**src/rtl/pipe_ctrl.sv**
```systemverilog
// Pipe scroller and BCD scorer: two pipes scroll left, respawn with LFSR gap heights.
// Optional build macro PIPE_SPEEDUP_EN shortens the scroll divider every ten points.
module pipe_ctrl #(
    parameter int SCREEN_W       = 640,
    parameter int SLOT_WIDTH     = 60,
    parameter int SLOT_HEIGHT    = 100,
    parameter int PIPE_SPACING   = 360,
    parameter int INIT_X         = 660,
    parameter int BIRD_LEFT      = 286,
    parameter int GAP_MIN        = 220,
    parameter int GAP_RANGE      = 240,
    parameter int SCROLL_DIV     = 8,
    parameter int SCROLL_DIV_MIN = 3
) (
    input  logic        clk_ms,
    input  logic        rst,
    input  logic [1:0]  state,
    output logic [9:0]  pip1_X,
    output logic [8:0]  pip1_Y,
    output logic [9:0]  pip2_X,
    output logic [8:0]  pip2_Y,
    output logic [15:0] score,
    output logic        score_pulse
);

    localparam logic [9:0] INIT_A    = 10'(INIT_X);
    localparam logic [9:0] INIT_B    = 10'(INIT_X + PIPE_SPACING);
    localparam logic [9:0] SPACING   = 10'(PIPE_SPACING);
    localparam logic [9:0] BIRD_X    = 10'(BIRD_LEFT);
    localparam logic [8:0] GAP_BASE  = 9'(GAP_MIN);
    localparam logic [8:0] GAP_SPAN  = 9'(GAP_RANGE);
    localparam int         Y_RST_I   = GAP_MIN + ((225 < GAP_RANGE) ? 225 : 225 - GAP_RANGE);
    localparam logic [8:0] Y_RST     = 9'(Y_RST_I);
    localparam logic [5:0] DIV_INIT  = 6'(SCROLL_DIV);

    localparam logic [1:0] ST_READY  = 2'd0;
    localparam logic [1:0] ST_PLAY   = 2'd1;

    logic [15:0] lfsr;
    logic [9:0]  ax, bx;
    logic [8:0]  ay, by;
    logic        lead;          // 0: pipe A leads, 1: pipe B leads
    logic [5:0]  cnt;
    logic [5:0]  div;
    logic [15:0] score_r;
    logic        pulse_r;

    logic [15:0] lfsr_nx;
    logic [9:0]  ax_nx, bx_nx;
    logic [8:0]  ay_nx, by_nx;
    logic        lead_nx;
    logic [5:0]  cnt_nx;
    logic [15:0] score_nx;
    logic        pulse_nx;
    logic [5:0]  div_nx;
    logic        step;
    logic [9:0]  lead_x;
    logic [8:0]  r_ext;
    logic [8:0]  y_new;
    logic        sel_a;

    function automatic logic [15:0] bcd_inc(input logic [15:0] v);
        logic [15:0] o;
        logic        c;
        o = v;
        if (v == 16'h9999) begin
            return v;
        end
        c = 1'b1;
        for (int d = 0; d < 4; d++) begin
            if (c) begin
                if (v[d*4 +: 4] == 4'd9) begin
                    o[d*4 +: 4] = 4'd0;
                end else begin
                    o[d*4 +: 4] = v[d*4 +: 4] + 4'd1;
                    c = 1'b0;
                end
            end
        end
        return o;
    endfunction

    assign lfsr_nx = {lfsr[14:0], lfsr[15] ^ lfsr[13] ^ lfsr[12] ^ lfsr[10]};
    assign r_ext   = {1'b0, lfsr[7:0]};
    assign y_new   = GAP_BASE + ((r_ext < GAP_SPAN) ? r_ext : (r_ext - GAP_SPAN));
    assign lead_x  = lead ? bx : ax;

`ifdef PIPE_SPEEDUP_EN
    localparam logic [5:0] DIV_MIN = 6'(SCROLL_DIV_MIN);
    always_ff @(posedge clk_ms or posedge rst) begin
        if (rst) begin
            div <= DIV_INIT;
        end else begin
            div <= div_nx;
        end
    end
`else
    assign div = DIV_INIT;
`endif

    always_comb begin
        ax_nx    = ax;
        bx_nx    = bx;
        ay_nx    = ay;
        by_nx    = by;
        lead_nx  = lead;
        cnt_nx   = cnt;
        score_nx = score_r;
        pulse_nx = 1'b0;
        div_nx   = div;
        step     = 1'b0;
        case (state)
            ST_READY: begin
                ax_nx    = INIT_A;
                bx_nx    = INIT_B;
                ay_nx    = y_new;
                by_nx    = y_new;
                lead_nx  = 1'b0;
                cnt_nx   = 6'd0;
                score_nx = 16'h0000;
                div_nx   = DIV_INIT;
            end
            ST_PLAY: begin
                if (cnt == div - 6'd1) begin
                    step   = 1'b1;
                    cnt_nx = 6'd0;
                end else begin
                    cnt_nx = cnt + 6'd1;
                end
                if (step) begin
                    ax_nx = ax - 10'd1;
                    bx_nx = bx - 10'd1;
                    // The lead pipe at the left edge wraps behind the trailer instead of moving.
                    if (lead_x == 10'd0) begin
                        lead_nx = ~lead;
                        if (lead) begin
                            bx_nx = ax - 10'd1 + SPACING;
                            by_nx = y_new;
                        end else begin
                            ax_nx = bx - 10'd1 + SPACING;
                            ay_nx = y_new;
                        end
                    end else if (lead_x == BIRD_X) begin
                        score_nx = bcd_inc(score_r);
                        pulse_nx = (score_nx != score_r);
`ifdef PIPE_SPEEDUP_EN
                        if (pulse_nx && score_nx[3:0] == 4'd0 && div > DIV_MIN) begin
                            div_nx = div - 6'd1;
                        end
`endif
                    end
                end
            end
            default: begin
            end
        endcase
    end

    // pip1 is the nearest pipe the bird has not yet cleared, judged on next-state values.
    always_comb begin
        if (!lead_nx) begin
            sel_a = (ax_nx >= BIRD_X);
        end else begin
            sel_a = !(bx_nx >= BIRD_X);
        end
    end

    always_ff @(posedge clk_ms or posedge rst) begin
        if (rst) begin
            lfsr    <= 16'hACE1;
            ax      <= INIT_A;
            bx      <= INIT_B;
            ay      <= Y_RST;
            by      <= Y_RST;
            lead    <= 1'b0;
            cnt     <= 6'd0;
            score_r <= 16'h0000;
            pulse_r <= 1'b0;
            pip1_X  <= INIT_A;
            pip1_Y  <= Y_RST;
            pip2_X  <= INIT_B;
            pip2_Y  <= Y_RST;
        end else begin
            lfsr    <= lfsr_nx;
            ax      <= ax_nx;
            bx      <= bx_nx;
            ay      <= ay_nx;
            by      <= by_nx;
            lead    <= lead_nx;
            cnt     <= cnt_nx;
            score_r <= score_nx;
            pulse_r <= pulse_nx;
            if (sel_a) begin
                pip1_X <= ax_nx;
                pip1_Y <= ay_nx;
                pip2_X <= bx_nx;
                pip2_Y <= by_nx;
            end else begin
                pip1_X <= bx_nx;
                pip1_Y <= by_nx;
                pip2_X <= ax_nx;
                pip2_Y <= ay_nx;
            end
        end
    end

    assign score       = score_r;
    assign score_pulse = pulse_r;

endmodule

```
**config.mk**
```make
export PLATFORM = sky130hd
export DESIGN_NAME = pipe_ctrl
export DESIGN_NICKNAME = d
export VERILOG_FILES = /design/src/rtl/pipe_ctrl.sv
export SDC_FILE = /design/constraint.sdc
export NUM_CORES = 1
export LEC_CHECK = 0
export ABC_CLOCK_PERIOD_IN_PS = 4400
export CELL_PAD_IN_SITES_DETAIL_PLACEMENT = 1
export CELL_PAD_IN_SITES_GLOBAL_PLACEMENT = 2
export CORE_MARGIN = 4
export CORE_UTILIZATION = 30
export CTS_BUF_LIST = sky130_fd_sc_hd__clkbuf_4
export DETAILED_ROUTE_END_ITERATION = 6
export PLACE_DENSITY_LB_ADDON = 0.1
export REMOVE_ABC_BUFFERS = 1
export SLEW_MARGIN = 20
export SYNTH_ARGS = -nofsm -noshare
export SYNTH_HDL_FRONTEND = slang
export SYNTH_SLANG_ARGS = --single-unit
```
**constraint.sdc**
```tcl
create_clock -name clk_ms -period 4.4 [get_ports clk_ms]
set_input_delay 0.88 -clock clk_ms [delete_from_list [all_inputs] [get_ports clk_ms]]
set_output_delay 0.88 -clock clk_ms [all_outputs]
set_load 0.02 [all_outputs]
```
# Word level (Yosys, flattened, before mapping)

Index checks and enable logic that the tools add are counted.
Widths: inputs -> output; s select.

Register bits: 116
Bits in latches: 0
RAM bits: 0
ROM bits: 0
Input port bits: 4
Output and inout bits: 55
Word-level logic and storage cells: 124
Memories: 0

$add $sub $neg: 11
Multipliers: 0
Div/mod/pow operators: 0
Order comparisons: 3
Eq/ne operators: 12
Shifts and indexed selects: 0
Mux-type cells: 76
Bitwise gates (word level): 4
Reduce and logical (&&, ||, !) cells: 5

Operators by type and width:

| kind                  | number |
|---|---|
| $mux 16               | 9 |
| $mux 10               | 9 |
| $mux 9                | 9 |
| $pmux 10 s2           | 2 |
| $pmux 9 s2            | 2 |
| $mux 1                | 34 |
| $pmux 16 s2           | 1 |
| $mux 4                | 7 |
| $add 10x9->10 const B | 2 |
| $ge 10x9->1 const B   | 2 |
| $sub 10x1->10 const B | 2 |
| $add 4x1->4 const B   | 4 |
| $eq 16x16->1 const B  | 1 |
| $eq 4x4->1 const B    | 4 |
| $ne 16x16->1          | 1 |
| $pmux 6 s2            | 1 |
| $eq 10x9->1 const B   | 1 |
| $logic_not 10->1      | 1 |
| $add 8x9->9 const A   | 1 |
| $sub 8x8->9 const B   | 1 |
| $lt 8x8->1 const B    | 1 |
| $add 6x1->6 const B   | 1 |
| $eq 6x3->1 const B    | 1 |
| $mux 6                | 1 |
| 9 further kinds       | 13 |

# Logic depth before layout (Yosys ltp)

Gate-level depths: netlist of the first run.

Depth after elaboration: 34
Gate-level depth with buffers: 20
Depth with buffers taken out: 16

# Worst setup path before layout of the first run

OpenSTA, ideal clock, no wires.

Path kind: reg-to-reg
Start point: reg ax[0]
End point: reg pip1_X[5]
Arrival time: 3.503 ns
Setup slack: 0.754 ns
Stages on the path, launching flop included: 18
Buffers on the path: 4
Cells stage by stage: dfrtp_1 buf_2 inv_1 ha_1 clkbuf_1 or4b_2 nand2_1 ha_1 xor2_1 xnor2_1 a211oi_1 a211oi_1 o41a_1 a311o_1 o311ai_2 buf_6 buf_12 mux2i_1

Cells in the longest elaborated chain, start to end: 10
Elaborated cells between the ends (all ways): 20
Classes of those cells: add/sub: 2; order compare: 2; mux: 14; reduce/logical: 2

Ends and longest elaborated chain:

| element                | RTL line | source |
|---|---|---|
| start, declared        | 40       | `logic [9:0] ax, bx;` |
| start signal, assigned | 185      | `ax <= ax_nx;` |
| $sub 10x1->10          | 131, 137 |  |
| $add 10x9->10          | 137      | `bx_nx = ax - 10'd1 + SPACING;` |
| $mux 10                | 136      | `if (lead) begin` |
| $mux 10                | 134      | `if (lead_x == 10'd0) begin` |
| $mux 10                | 130      | `if (step) begin` |
| $pmux 10 s2            | 112      | `case (state)` |
| $ge 10x9->1            | 164      | `sel_a = !(bx_nx >= BIRD_X);` |
| $logic_not 1->1        | 164      |  |
| $mux 1                 | 161      | `if (!lead_nx) begin` |
| $mux 10 (*)            | 193      | `if (sel_a) begin` |
| end signal, assigned   | 194      | `pip1_X <= ax_nx;` |
| end signal, assigned   | 199      | `pip1_X <= bx_nx;` |
| end, declared          | 18       | `output logic [9:0] pip1_X,` |

Mark *: on every way between the ends. The rest lies on a longest branch, timed or not.
A chain may end at the register's enable or synchronous reset.

# Worst setup path after layout of the first run

Start point: reg bx[0]
End point: reg pip1_X[7]

Cells in the longest elaborated chain, start to end: 9
Elaborated cells between the ends (all ways): 20
Classes of those cells: add/sub: 2; order compare: 2; mux: 14; reduce/logical: 2

Ends and longest elaborated chain:

| element                                               | RTL line     | source |
|---|---|---|
| start, declared                                       | 40           |  |
| start signal, assigned                                | 186          | `bx <= bx_nx;` |
| $sub 10x1->10 / $mux 10 (equally long branches)       | 132, 140, 86 |  |
| $add 10x9->10 (tied with other cells)                 | 140          | `ax_nx = bx - 10'd1 + SPACING;` |
| $mux 10 (on tied branches)                            | 136, 134     |  |
| $mux 10 (on tied branches)                            | 134, 130     |  |
| $mux 10 / $pmux 10 s2 (equally long branches)         | 130, 112     |  |
| $pmux 10 s2 / $ge 10x9->1 (equally long branches)     | 112, 164     |  |
| $ge 10x9->1 / $logic_not 1->1 (equally long branches) | 162, 164     |  |
| $mux 1                                                | 161          |  |
| $mux 10 (*)                                           | 193          |  |

Marked as above.

==> results of run 1 <==
metrics by stage:
stage	std cells	TNS (ns)	hold WS, ns
2_1_floorplan	603	-31.83	0.331
3_3_place_gp	964	0	0.335
3_5_place_dp	964	0	0.339
4_1_cts	996	0	0.356
5_1_grt	997	0	0.357
6_report	997	0	0.359
cell families after synthesis:
kind of cell / after synthesis
xor gates and xnor gates: 26
AOI/OAI and AO/OA: 146
buffers and inverters: 98
muxes: 52
and+or+nand+nor: 187
adders and majority gates: 15
DFF: 116
flip-flops by register name, summed over array words and instances, names as in the netlist:
name	flops
ax	10
ay	9
bx	10
by	9
cnt	6
lead	1
lfsr	16
pip1_X	10
pip1_Y	9
pip2_X	10
pip2_Y	9
score	16
score_pulse	1
synthesized netlist by cell type, types with 7 or more instances:
library cell / number / area (um2)
a211oi_1: 7 / 52.6
a21oi_1: 23 / 115
a31oi_1: 7 / 43.8
clkbuf_1: 26 / 97.6
dfrtp_1: 56 / 1400
dfstp_2: 60 / 1580
ha_1: 15 / 188
inv_1: 61 / 229
mux2i_1: 49 / 490
nand2_1: 47 / 176
nand3_1: 23 / 115
nor2_1: 39 / 146
nor3_1: 14 / 70.1
nor4_1: 7 / 43.8
o21ai_0: 39 / 195
o31ai_1: 8 / 60.1
or3_1: 11 / 68.8
xnor2_1: 17 / 149
xor2_1: 8 / 70.1
layout make-up:
| type | instances | area (um2) |
|---|---|---|
| diodes | 1 | 2.50 |
| clock buffers | 17 | 128 |
| clock inverters | 15 | 169 |
| fillers | 2390 | 12900 |
| inverters | 61 | 231 |
| multi-input cells | 426 | 2930 |
| flip-flops and latches | 116 | 2980 |
| well taps | 270 | 338 |
| repair buffers | 91 | 853 |
how the worst max path moves through the flow:
stage | end | start | cells past startpoint
6_report | pip1_X[7] | bx[0] | 13
5_1_grt | pip2_X[8] | bx[0] | 13
4_1_cts | pip1_X[7] | bx[0] | 14
3_5_place_dp | pip1_X[6] | state[1] | 11
3_3_place_gp | pip1_X[6] | state[1] | 11
2_1_floorplan | pip1_X[0] | state[1] | 9
power by group through the flow:
| stage | Clock (mW) | Sequential, mW | Combinational, mW |
|---|---|---|---|
| after floorplan | 0 | 1.14 | 0.0706 |
| after global placement | 0 | 1.13 | 0.140 |
| after detailed placement | 0 | 1.13 | 0.145 |
| after CTS | 0.872 | 1.11 | 0.146 |
| after global routing | 0.927 | 1.12 | 0.158 |
| final | 0.832 | 1.11 | 0.141 |
routing by layer:
| layer | up-vias | GRT usage, % |
|---|---|---|
| met4 | 0 | 5.05 |
| met5 | - | 0 |
| met2 | 99 | 26.5 |
| li1 | 2425 | - |
| met1 | 2635 | 22.0 |
| met3 | 28 | 3.65 |
==> flow_summary.ini, run 1 <==
[placement]
dpl_cell_area_um2 = 7320
io_buffers = 58
gp_congestion = 0.860
dp_slack_ns = 0.143
post-dp-hpwl_um = 13900

[drt]
drtPass1Iterations = 6
top_layer_used = met4
routed_wl_um = 19100
drt-wirelength-per-cell_um = 19.2
vias = 5187
drt_iter0_drc = 268
met1Wirelength_um = 9180
vias_per_cell = 5.20
wl_met2_um = 8990
drcViolationCount = 0
wl_met3_um = 621
antenna_left = 0

[worst_setup_path]
worstPathRequired_ns = 4.83
worstPathCellList = inv_1, ha_1, or4b_1, nand2_1, ha_1, xnor3_1, nor3_1, o21ai_1, a2111oi_2, a21oi_2, o311ai_4, buf_12, mux2i_1
path_common_cell = ha_1
rrSetupSlack_ns = 0.32
cp_num_buf_inv = 2
critical_path.max_fanout = 18
arrival_ns = 4.50
crit-reg2reg-launch = bx[0]
critPathSlowestCell = or4b_1
ff2ff_path_depth = 13
end_kind = register
critical-path-max-stage-delay_ns = 0.62
critPathKind = reg2reg
crit_family = compound AO/OA/AOI/OAI gates
r2r_end = pip1_X[7]
cp-start-kind = register

[global_routing]
grt_max_degree = 71
grt_use_total_pct = 16.4
overflow = 0
antenna_found_initial = 1
grt_pass1_vias = 5548
grt_pass1_wl_um = 31000

[logic_synthesis]
yosys_warnings = 0
synth_compound_area_share_pct = 15.8
synth_flop_cell = dfstp_2
synthAdderAreaFrac_pct = 2.96
synth_edf_count = 0
ys_types = 74
seq_area_frac_synth_pct = 47.0
synth-simple-area-share_pct = 15.2
synth_top_family_by_area = compound AO/OA/AOI/OAI gates
synth.area.mux_share_pct = 8.27
synth_area_um2 = 6340
postSynthAreaPerCell_um2 = 9.91
synth_seq_cells = 116
synth-xor-area-share_pct = 3.81
async_flop_share_pct = 100
syn_inst = 640

[min_path]
holdPathEnd = lfsr[9]
worstHoldStart = lfsr[8]
worstHoldPathType = reg2reg
hold-path-cell-count = 0

[finish]
final_cell_mix = inv_1, dfstp_2, clkdlybuf4s50_1, dfrtp_1, mux2i_1
final_util_pct = 37.2
area_growth_pct = 20.3
design_area_um2 = 7630
drive_gt1_share_pct = 20.1
nNetsFinal = 732

[floorplan]
core_um2 = 20500
initial_utilization_pct = 30.9
die_h_um = 153
rows = 52
die-area_um2 = 23500
fp.dieW_um = 153
ios = 59

[clocking]
htree_levels = 4
cts_tree = built
post-cts-setup-buffers = 0
clk_path_buf_depth = 2
clk_latency_ns = 0.53
cts_buffers = 17
cts.sinks = 116
post_cts_resized = 0
ctsRootBufferMaster = clkbuf_4
ctsHoldBuffers = 0
path_clk_slew_ns = 0.14

[timing]
clock-skew-final_ns = 0.0298
timing.fmax_mhz = 245
finalHoldViolations = 0
setup_viol = 0
rsz0062_at_grt = false
slew_headroom_pct = 40.4
slew_violations = 0
fin_ws_ns = 0.325
tightestPinTransition_ns = 0.894
timing.final.crit_period_ns = 4.08
post-route-period-util_pct = 92.6

[flow_run]
maxCapViolCount = 0

[pwr]
leakagePower_nw = 3.16
power_mw = 2.09
p_comb_share_pct = 6.8
p_sw_share_pct = 28.0
power.clock.fraction_pct = 39.9
peakVddDrop_mv = 0.114
switchingPower_uw = 583
power.density_nw_per_um2 = 273
pwr-share-seq_pct = 53.4
intPower_mw = 1.50

[outcome]
status = finished clean
Power figures use the tool's default switching activity.
==> run 2: changes to the inputs <==
--- a/config.mk
+++ b/config.mk
@@ -5,6 +5,7 @@
 export SDC_FILE = /design/constraint.sdc
 export NUM_CORES = 1
 export LEC_CHECK = 0
+export ABC_AREA = 1
 export ABC_CLOCK_PERIOD_IN_PS = 4400
 export CELL_PAD_IN_SITES_DETAIL_PLACEMENT = 1
 export CELL_PAD_IN_SITES_GLOBAL_PLACEMENT = 2
@@ -14,6 +15,7 @@
 export DETAILED_ROUTE_END_ITERATION = 6
 export PLACE_DENSITY_LB_ADDON = 0.1
 export REMOVE_ABC_BUFFERS = 1
+export SETUP_SLACK_MARGIN = 0.5
 export SLEW_MARGIN = 20
 export SYNTH_ARGS = -nofsm -noshare
 export SYNTH_HDL_FRONTEND = slang
==> flow_summary.ini, run 2 <==
[outcome]
status = finished clean

[logic_synthesis]
synth_area_leaders = dfstp_2, dfrtp_1, nand2_1
seq_area_frac_synth_pct = 46.2
yosysMostFrequentCell = nand2_1
synth_edf_count = 0
synth_flop_cell = dfstp_2
ys_types = 45
yosys_warnings = 0
synth_area_um2 = 6450
synth.cells.most_frequent = nand2_1, nand3_1, inv_1
syn_inst = 832
async_flop_share_pct = 100
synth_top_area_share_pct = 24.4
postSynthAreaPerCell_um2 = 7.75
synth_top_cell_by_area = dfstp_2
synth_seq_cells = 116

[clocking]
htree_levels = 4
ctsRootBufferMaster = clkbuf_4
clk_path_buf_depth = 2
cts.sinks = 116
ctsHoldBuffers = 0
clk_latency_ns = 0.54
post-cts-setup-buffers = 0
path_clk_slew_ns = 0.12
cts_buffers = 17
cts_tree = built
post_cts_resized = 0

[floorplan]
core_um2 = 21100
rows = 53
ios = 59
initial_utilization_pct = 30.6
fp.dieW_um = 155
die-area_um2 = 23900
die_h_um = 155

[worst_setup_path]
rrSetupSlack_ns = 1.13
end_kind = register
worstPathRequired_ns = 4.86
crit-reg2reg-launch = bx[0]
cp-start-kind = register
crit_path_start = bx[0]
worstPathCellList = inv_1, ha_1, nand2_1, nand2_1, nand2_1, ha_1, o21ai_0, nand2_1, nand2_1, nand2_1, nand2_1, nand2_1, nand3_1, nand3_1, nand2_1, nand2_1, nand2_1, nand2_1, buf_4, nand2_1, nand2_1
path_common_cell = nand2_1
arrival_ns = 3.74
crit_family = simple AND/OR/NAND/NOR gates
cp_num_buf_inv = 2
critical_path.max_fanout = 38
critPathSlowestCell = dfrtp_1
critical-path-max-stage-delay_ns = 0.42
critPathKind = reg2reg

[timing]
setup_viol = 0
finalHoldViolations = 0
timing.fmax_mhz = 306
slew_violations = 0
rsz0062_at_grt = false
slew_headroom_pct = 50.8
tns_ns = 0
whs_ns = 0.359
tightestPinTransition_ns = 0.738
timing.final.crit_period_ns = 3.27
post-route-period-util_pct = 74.4
clock-skew-final_ns = 0.0361

[global_routing]
overflow = 0
grt_pass1_vias = 6170
grt_use_total_pct = 18.3
grt_max_degree = 49
grt_pass1_wl_um = 34400
antenna_found_initial = 1

[drt]
drcViolationCount = 0
drtPass1Iterations = 6
vias_per_cell = 4.93
vias = 5828
drt_iter0_drc = 280
met1Wirelength_um = 10100
routed_wl_um = 21000
drt-wirelength-per-cell_um = 17.7
wl_met2_um = 9960
wl_met3_um = 782
top_layer_used = met4
antenna_left = 0

[placement]
gp_congestion = 0.840
post-dp-hpwl_um = 15300
io_buffers = 58
dp_cells = 1150
dpl_cell_area_um2 = 7320

[flow_run]
maxCapViolCount = 0

[finish]
design_area_um2 = 7630
area_growth_pct = 18.4
mostFrequentLayoutCell = nand2_1
stdcell_count = 1183
nNetsFinal = 913
final_cell_mix = nand2_1, nand3_1, inv_1, dfstp_2, clkdlybuf4s50_1
drive_gt1_share_pct = 13.2

[pwr]
power.density_nw_per_um2 = 343
leakagePower_nw = 3.53
power_mw = 2.62
peakVddDrop_mv = 0.182

[min_path]
worstHoldStart = lfsr[8]
worstHoldPathType = reg2reg
-- run 2: cell types whose count changed in the layout (fill, tap and decap cells not counted), moves of 10 or more --
cell,change
buf_4,-19
a21oi_1,+22
nand3_1,+72
inv_1,+23
nand2_1,+219
mux2i_1,-48
nor3_1,-12
o21ai_0,+10
xnor2_1,-13
or3_1,-11
-- run 2: path summary, 6_finish.rpt --
path	end	cells past startpoint
worst min-delay path	lfsr[9]	0
max in group asynchronous	ax[9]	3
min in group asynchronous	pip1_X[3]	2
worst min register to register	lfsr[9]	0
worst max register to register	pip1_Y[2]	21
worst max-delay path	pip1_Y[2]	21
-- run 2: logic make-up (layout without fill, tap and decap cells) --
logic type               after synthesis  after routing  share of synthesized area [%]
buffers and inverters                114            189                           7.49
other                                  0              1                              0
multiplexers                           1              1                          0.155
AO/OA/AOI/OAI                        135            135                           11.9
flip-flops                           116            116                           46.2
AND/OR/NAND/NOR                      436            436                           29.3
adder cells (fa/ha/maj)               15             15                           2.91
XOR/XNOR                              15             15                           2.04
-- run 2: cell type report --
| cell class | count | area, um2 |
|---|---|---|
| fill | 2571 | 13500 |
| multi-input combinational | 602 | 2990 |
| sequential | 116 | 2980 |
| timing repair buffer | 71 | 686 |
| tap | 275 | 344 |
| inverter | 86 | 325 |
| clock inverter | 12 | 161 |
| clock buffer | 20 | 150 |
| antenna | 1 | 2.50 |
-- run 2: worst reg2reg max path, stage by stage, from the launching register on --
cell and delay (ns):
dfrtp_1 0.42, inv_1 0.19, ha_1 0.34, nand2_1 0.09, nand2_1 0.06, nand2_1 0.08
ha_1 0.30, o21ai_0 0.07, nand2_1 0.07, nand2_1 0.07, nand2_1 0.07, nand2_1 0.07
nand2_1 0.18, nand3_1 0.23, nand3_1 0.13, nand2_1 0.06, nand2_1 0.06, nand2_1 0.09
nand2_1 0.07, buf_4 0.38, nand2_1 0.12, nand2_1 0.09
-- run 2: report_power, final --
group	leakage [nW]	switching, mW	internal [mW]
clock	0.165	0.444	0.462
combinational	1.97	0.322	0.171
sequential	1.39	0.0424	1.18
total	3.53	0.808	1.81
-- run 2: routing by layer --
metal  up-vias  GRT usage, %
met4         0          4.42
li1       2856             -
met1      2870          25.5
met5         -             0
met2        95          29.6
met3         7          3.16
-- run 2: per-stage QoR --
stage,util [%],worst slack [ns]
after floorplan,-,0.374
after global placement,34.7,0.698
after detailed placement,34.7,0.666
after CTS,36.2,1.05
after global routing,36.2,0.703
final,36.2,1.13
==> run 3: changes to the inputs <==
--- a/config.mk
+++ b/config.mk
@@ -6,7 +6,7 @@
 export NUM_CORES = 1
 export LEC_CHECK = 0
 export ABC_AREA = 1
-export ABC_CLOCK_PERIOD_IN_PS = 4400
+export ABC_CLOCK_PERIOD_IN_PS = 3350
 export CELL_PAD_IN_SITES_DETAIL_PLACEMENT = 1
 export CELL_PAD_IN_SITES_GLOBAL_PLACEMENT = 2
 export CORE_MARGIN = 4
==> constraint.sdc (replaced) <==
create_clock -name clk_ms -period 3.35 [get_ports clk_ms]
set_input_delay 0.67 -clock clk_ms [delete_from_list [all_inputs] [get_ports clk_ms]]
set_output_delay 0.67 -clock clk_ms [all_outputs]
set_load 0.02 [all_outputs]
==> flow_summary.ini, run 3 (synthesized netlist as in run 2, its figures left out) <==
[timing]
tightestPinTransition_ns = 0.608
whs_ns = 0.362
setup_viol = 0
post-route-period-util_pct = 82.3
tns_ns = 0
timing.final.crit_period_ns = 2.76
rsz0062_at_grt = false
slew_headroom_pct = 59.5
timing.fmax_mhz = 363
finalHoldViolations = 0
clock-skew-final_ns = 0.0365
slew_violations = 0

[floorplan]
initial_utilization_pct = 30.6
core_um2 = 21100
die-area_um2 = 23900
die_h_um = 155
fp.dieW_um = 155
ios = 59
rows = 53

[placement]
dpl_cell_area_um2 = 7470
post-dp-hpwl_um = 15900
io_buffers = 58
dp_cells = 1168
gp_congestion = 0.820

[worst_setup_path]
critPathKind = reg2reg
critPathSlowestCell = dfrtp_2
end_kind = register
cp_num_buf_inv = 2
crit_family = simple AND/OR/NAND/NOR gates
critical_path.max_fanout = 9
cp-start-kind = register
worstPathRequired_ns = 3.79
worstPathCellList = inv_1, ha_4, nand2_1, nand2_1, nand2_1, ha_1, o21ai_0, nand2_1, nand2_1, nand2_1, nand2_1, nand2_2, nand3_2, nand3_1, nand2_1, nand2_2, nand2_4, nand2_8, clkbuf_16, nand2_1, nand2_1
critical-path-max-stage-delay_ns = 0.48
arrival_ns = 3.19
path_common_cell = nand2_1

[finish]
mostFrequentLayoutCell = nand2_1
drive_gt1_share_pct = 27.6
final_cell_mix = nand2_1, nand3_1, inv_1, dfstp_2, buf_4
design_area_um2 = 8590
area_growth_pct = 33.1
stdcell_count = 1248
nNetsFinal = 977

[clocking]
ctsRootBufferMaster = clkbuf_4
clk_path_buf_depth = 2
clk_latency_ns = 0.56
cts_tree = built
cts.sinks = 116
path_clk_slew_ns = 0.13
cts_buffers = 17
htree_levels = 4

[outcome]
status = finished clean

[drt]
vias_per_cell = 5.00
routed_wl_um = 22200
antenna_left = 0
drt-wirelength-per-cell_um = 17.8
drt_iter0_drc = 283
drcViolationCount = 0
vias = 6241
drtPass1Iterations = 4

[min_path]
worstHoldPathType = reg2reg

[pwr]
leakagePower_nw = 3.95
peakVddDrop_mv = 0.225
power_mw = 3.48
power.density_nw_per_um2 = 405

[global_routing]
grt_max_degree = 46
grt_pass1_wl_um = 35000
grt_pass1_vias = 6532
overflow = 0
antenna_found_initial = 1
grt_use_total_pct = 18.5

[flow_run]
maxCapViolCount = 0
[run 3: power by group]
group	internal, mW	switching [mW]
sequential	1.54	0.0608
clock	0.530	0.574
combinational	0.303	0.468
[run 3: repair_timing]
| action | in CTS | in global routing |
|---|---|---|
| hold buffers | 0 | 0 |
| gates resized for setup | 26 | 110 |
| setup endpoints to repair | 40 | 46 |
| pin swaps | 4 | 26 |
| gates cloned | 0 | 2 |
| buffers inserted | 10 | 34 |
[run 3: layout make-up]
type                       count  area, um2
clock inverter                12        138
fill                        2540      12500
multi-input combinational    602       3330
clock buffer                  20        150
timing repair buffer         135       1300
inverter                      86        333
tap                          275        344
antenna                        2       5.00
sequential                   116       2980
[run 3: metal layers]
layer  global-route usage, %  wire (um)
met5                       0          0
met4                    4.88        329
met3                    3.53        795
met2                    30.8      10700
met1                    24.7      10500
[run 3: path summary, 6_finish.rpt]
path,from,endpoint,depth (start not counted),slack [ns]
worst max register to register,bx[1],pip2_Y[6],21,0.59
min in group asynchronous,rst,score[7],2,0.53
worst min register to register,lfsr[8],lfsr[9],0,0.36
worst max-delay path,bx[1],pip2_Y[6],21,0.59
max in group asynchronous,rst,pip1_Y[0],3,2.07
worst min-delay path,lfsr[8],lfsr[9],0,0.36
[run 3: through the flow]
| step | utilization [%] | setup WS, ns |
|---|---|---|
| floorplan | - | -0.676 |
| global placement | 35.4 | 0.227 |
| detailed placement | 35.4 | 0.198 |
| CTS | 37.6 | 0.500 |
| global route | 40.7 | 0.430 |
| finish | 40.7 | 0.595 |
[run 3: worst reg2reg max path: cells and delay by family, from the launching register on]
family	cells	cell delay [ns]
adders and majority gates	2	0.48
AOI/OAI and AO/OA	1	0.15
and+or+nand+nor	16	1.24
buffers and inverters	2	0.29
DFF	1	0.48
